File: config.mk
export PLATFORM = sky130hd
export DESIGN_NAME = pid_for_verilog
export DESIGN_NICKNAME = d
export VERILOG_FILES = /design/src/rtl/pid_for_verilog.sv
export SDC_FILE = /design/constraint.sdc
export NUM_CORES = 1
export LEC_CHECK = 0
export ABC_CLOCK_PERIOD_IN_PS = 800
export BUFFER_PORTS_ARGS = -buffer_cell sky130_fd_sc_hd__buf_2
export CELL_PAD_IN_SITES_DETAIL_PLACEMENT = 0
export CELL_PAD_IN_SITES_GLOBAL_PLACEMENT = 1
export CORE_ASPECT_RATIO = 0.6
export CORE_MARGIN = 2
export CORE_UTILIZATION = 33
export CTS_CLUSTER_SIZE = 10
export DETAILED_ROUTE_END_ITERATION = 10
export PLACE_DENSITY_LB_ADDON = 0.2
export SYNTH_ARGS = -nofsm -noshare
export SYNTH_HDL_FRONTEND = slang
export SYNTH_SLANG_ARGS = --single-unit
File: constraint.sdc
create_clock -name clk -period 0.8 [get_ports clk]
set_input_delay 0.04 -clock clk [delete_from_list [all_inputs] [get_ports clk]]
set_output_delay 0.04 -clock clk [all_outputs]
set_load 0.05 [all_outputs]
File: src/rtl/pid_for_verilog.sv
// Fixed-point Q16.16 PID controller with saturating arithmetic and clock enable.
// Define PID_DERIV_EN to build the derivative path (e_prev register, KD term).
module pid_for_verilog #(
  parameter logic signed [31:0] KP      = 32'sh0001_0000,
  parameter logic signed [31:0] KI      = 32'sh0000_0000,
  parameter logic signed [31:0] KD      = 32'sh0000_0000,
  parameter logic signed [31:0] INT_LIM = 32'sh7FFF_FFFF,
  parameter logic signed [31:0] OUT_MAX = 32'sh7FFF_FFFF,
  parameter logic signed [31:0] OUT_MIN = 32'sh8000_0000
) (
  input  logic               clk,
  input  logic               reset,
  input  logic               clk_enable,
  input  logic signed [11:0] Sensor,
  input  logic signed [31:0] SetPoint,
  output logic               ce_out,
  output logic signed [31:0] out
);

  function automatic logic signed [31:0] clamp(
    input logic signed [63:0] v,
    input logic signed [63:0] lo,
    input logic signed [63:0] hi
  );
    logic signed [63:0] r;
    if (v > hi) r = hi;
    else if (v < lo) r = lo;
    else r = v;
    return r[31:0];
  endfunction

  function automatic logic signed [31:0] sat(
    input logic signed [63:0] v
  );
    return clamp(v, 64'shFFFF_FFFF_8000_0000,
                 64'sh0000_0000_7FFF_FFFF);
  endfunction

  function automatic logic signed [31:0] gain(
    input logic signed [31:0] g,
    input logic signed [31:0] x
  );
    logic signed [63:0] p;
    p = 64'(g) * 64'(x);
    return sat(p >>> 16);
  endfunction

  logic signed [31:0] sens_q;
  logic signed [31:0] e;
  logic signed [31:0] i_acc;
  logic signed [31:0] i_next;
  logic signed [31:0] p_term;
  logic signed [31:0] i_term;
  logic signed [31:0] d_term;
  logic signed [31:0] sum;
  logic signed [31:0] out_next;

  assign ce_out = clk_enable;
  assign sens_q = {{4{Sensor[11]}}, Sensor, 16'h0000};

  always_comb begin
    e      = sat(64'(SetPoint) - 64'(sens_q));
    i_next = clamp(64'(i_acc) + 64'(e),
                   -64'(INT_LIM), 64'(INT_LIM));
    p_term = gain(KP, e);
    i_term = gain(KI, i_next);
  end

`ifdef PID_DERIV_EN
  logic signed [31:0] e_prev;
  logic signed [31:0] d;

  always_comb begin
    d      = sat(64'(e) - 64'(e_prev));
    d_term = gain(KD, d);
  end

  always_ff @(posedge clk or negedge reset) begin
    if (!reset) e_prev <= '0;
    else if (clk_enable) e_prev <= e;
  end
`else
  // No derivative state: KD multiplies a constant zero
  assign d_term = gain(KD, 32'sd0);
`endif

  always_comb begin
    sum      = sat(64'(p_term) + 64'(i_term) + 64'(d_term));
    out_next = clamp(64'(sum), 64'(OUT_MIN), 64'(OUT_MAX));
  end

  always_ff @(posedge clk or negedge reset) begin
    if (!reset) begin
      out   <= '0;
      i_acc <= '0;
    end else if (clk_enable) begin
      out   <= out_next;
      i_acc <= i_next;
    end
  end

endmodule

==> out/metrics.csv <==
stage,metric,value,unit
cells_and_area,Final Util,62.6,%
power,LEAKAGE,2.03,nW
global_routing,GR Util All Layers,18.8,%
logic_synthesis,Synth area leader,dfrtp_1,
placement,PortBufs,79,
clock_network,CTS tree,done,
status,outcome,finished with violations,
logic_synthesis,Yosys top cell area share,34.8,%
critical_path,CP max FO,7,
logic_synthesis,syn_area_per_cell,8.75,µm²
cells_and_area,most flop-heavy register,out,
global_routing,overall overflow remaining after global route,0,
routing,DRT antenna net count,0,
global_routing,initial antenna violation count,0,
logic_synthesis,Mapped Nets,327,
placement,worst slack at placement,-1460,ps
critical_path,CP required,950,ps
sta,Slew Limit Fails,0,
logic_synthesis,distinct cell type count after synthesis,51,
logic_synthesis,cell area after synthesis,0.00230,mm²
sta,fin crit period,1810,ps
logic_synthesis,Synth area leaders,"dfrtp_1, ha_1, a21oi_1",
clock_network,CTS root buf,clkbuf_16,
sta,relative slew slack,79.2,%
power,PwrDens,2170,mW/mm²
power,Clock power frac,25.5,%
sta,Tcrit/Tclk final,226,%
die,width of the chip,112,µm
critical_path,CP max-delay cell,mux2_4,
routing,Routed WL,7.15,mm
die,Rows,23,
global_routing,largest net degree at the start of global routing,33,
die,Initial Util,34.3,%
clock_network,clk sinks,32,
cells_and_area,max reg flops,32,
routing,WL/cell,14.2,µm
cells_and_area,fill count,565,
clock_network,H-tree depth,2,
sta,Least-Margin Pin Slew,312,ps
cells_and_area,Inserted Diodes,0,
power,worst IR drop on VDD,0.00176,V
critical_path,CP cell instances,"buf_6, ha_4, and2_4, and4_4, nand3_4, nor3_4, nor2_2, mux2_4, nand2_8, buf_12, o22ai_2",
logic_synthesis,Synth Instances,263,
global_routing,vias in the first global route,2353,
die,IO Count,80,
routing,Pre-antenna DRT Iters,4,
logic_synthesis,Post-synth EDFFs,0,
logic_synthesis,main flop type after synthesis,dfrtp_1,
logic_synthesis,Synth Warn #,0,
critical_path,CP arrival,1960,ps
logic_synthesis,"Seq/Total Area, Yosys",34.8,%
placement,DP HPWL,5.11,mm
sta,# setup viols final,64,
critical_path,r2r startpoint,out[0]$_DFFE_PN0P_,
critical_path,R2R depth,2,
power,Comb power frac,50.7,%
hold_path,hold path depth,3,
die,Placeable Area,0.00671,mm²
critical_path,Worst path max stage delay,390,ps
routing,drt via density,4.81,
critical_path,Crit Path Category,primary input to flop,
critical_path,reg2reg end,out[0]$_DFFE_PN0P_,
power,Sw Ratio,38.0,%
logic_synthesis,"FF+latch count, synth",32,
critical_path,Reg2Reg Setup Slack,-10,ps
cells_and_area,fraction of layout cells with a size suffix above 1,58.9,%
critical_path,endpoint class of the critical path,flop,
logic_synthesis,share of async-settable or async-resettable flops after synthesis,100,%
clock_network,CTS clock-pin slew for the worst setup and hold paths,60,ps
sta,PnR worst setup slack,-1010,ps
routing,Via Count,2427,
critical_path,crit path launch type,primary input,
power,Flop pwr share,23.8,%
power,Int Pwr,5.64,mW
routing,drt drc,0,
sta,clk_skew,0,ps
clock_network,total CTS buffers,5,
cells_and_area,nets@finish,481,
sta,fmax,553,MHz
global_routing,global-route wire length before repair,11.5,mm
sta,unrepaired setup endpoints after global routing,true,
hold_path,Hold Path Origin,SetPoint[10],
power,Sw Pwr,3.46,mW
placement,Final Wtd Congestion,0.786,
cells_and_area,synthesis-to-finish area growth,82.4,%
die,Die ar.,0.00768,mm²
status,failing checks,setup timing,
routing,initial drt markers,146,
hold_path,hold endpoint,out[10]$_DFFE_PN0P_,
sta,final-report hold violation count,0,
hold_path,Min-Delay Path Class,primary input to flop,
clock_network,"Clk Latency, worst-skew pair",270,ps
clock_network,clock tree buffer depth,2,
die,die height,68.7,µm
job,Max Cap Viol,0,
cells_and_area,registers with the most flip-flops,out: 32 flops,
placement,DP Area,0.00332,mm²
cells_and_area,"Design Area, Final",0.00420,mm²
## layout by cell type (no fill, tap or decap), drive strengths merged, types with 2 or more instances in the layout
cell type	n
o221ai	3
xnor2	8
o21a	8
a21oi	29
mux2i	2
a21o	6
nor3	7
o21ai	9
ha	16
nand3	3
nor2b	2
nand2	23
and2	2
clkbuf	7
buf	158
a31oi	3
o22ai	13
nor2	35
inv	31
dfrtp	32
## power by group through the flow
| stage | clock network [mW] | registers [mW] | logic, mW |
|---|---|---|---|
| 2_1_floorplan | 0 | 3.20 | 1.38 |
| 3_3_place_gp | 0 | 2.11 | 3.56 |
| 3_5_place_dp | 0 | 2.12 | 3.59 |
| 4_1_cts | 2.37 | 2.16 | 4.51 |
| 5_1_grt | 2.42 | 2.20 | 4.90 |
| 6_report | 2.32 | 2.17 | 4.61 |
## repair_timing
| action | CTS | global route |
|---|---|---|
| gates cloned | 2 | 0 |
| setup endpoints to repair | 65 | 65 |
| endpoints found under the hold margin | 32 | 0 |
| hold buffers | 1 | 0 |
| setup buffers | 19 | 4 |
| gates resized for setup | 118 | 16 |
| pin swaps | 22 | 12 |
## cell usage after synthesis, drive strengths merged (2+ instances only)
master,count
xnor2,8
a21o,6
nand3,3
dfrtp,32
nand2,23
inv,31
o21ai,9
buf,9
ha,16
a31oi,3
o21a,7
nor2b,2
clkbuf,4
nor3,7
o22ai,13
mux2i,2
nor2,35
a21oi,29
and2,2
o221ai,3
## cell type report
cell class	instances	area, µm²	share of cell area, %
clock buffers	7	153	3.64
clock inverters	1	30.0	0.715
inverters	31	136	3.25
multi-input cells	188	1630	38.7
flip-flops and latches	32	801	19.1
well taps	87	109	2.59
repair buffers	159	1350	32.0
## stage by stage
| stage | setup TNS, ps | power, mW | hold WS [ps] | std cells |
|---|---|---|---|---|
| final | -32730 | 9.10 | 3.21 | 505 |
| after global placement | -42470 | 5.67 | 11.8 | 473 |
| after detailed placement | -44170 | 5.71 | 12.1 | 473 |
| after CTS | -31830 | 9.04 | 2.68 | 502 |
| after global routing | -35790 | 9.52 | 21.3 | 505 |
| after floorplan | -33300 | 4.57 | -256 | 263 |
## per-layer routing
| layer | share of wire [%] | track usage [%] |
|---|---|---|
| met4 | 0.57 | 2.16 |
| met2 | 43 | 29.4 |
| met1 | 51 | 27.8 |
| met5 | 0 | 0 |
| met3 | 5.2 | 3.58 |
## worst max-delay path, delay by kind of cell
family,cells,cell delay [ps]
buf+inv,2,240
simple gates,6,990
compound gates,1,60
mux,1,390
fa+ha+maj,1,250
## cell families (layout without fill, tap and decap cells)
family                   count (synthesis)  count (layout)  synth area share, %
AO/OA/AOI/OAI                           79              80                 24.7
XOR/XNOR                                 9               9                 3.42
adder cells (fa/ha/maj)                 17              17                 9.57
buffers and inverters                   44             198                 9.18
flip-flops                              32              32                 34.8
multiplexers                             3               3                 1.52
AND/OR/NAND/NOR                         79              79                 16.8
## worst max-delay path by stage
stage,start,slack (ps),to
after floorplan,SetPoint[16],-1080,out[10]$_DFFE_PN0P_
after global placement,SetPoint[16],-1410,out[30]$_DFFE_PN0P_
after detailed placement,SetPoint[16],-1460,out[4]$_DFFE_PN0P_
after CTS,SetPoint[16],-960,out[9]$_DFFE_PN0P_
after global routing,Sensor[9],-1080,out[6]$_DFFE_PN0P_
final,SetPoint[25],-1010,out[27]$_DFFE_PN0P_
(Power assumes the default switching activity.)
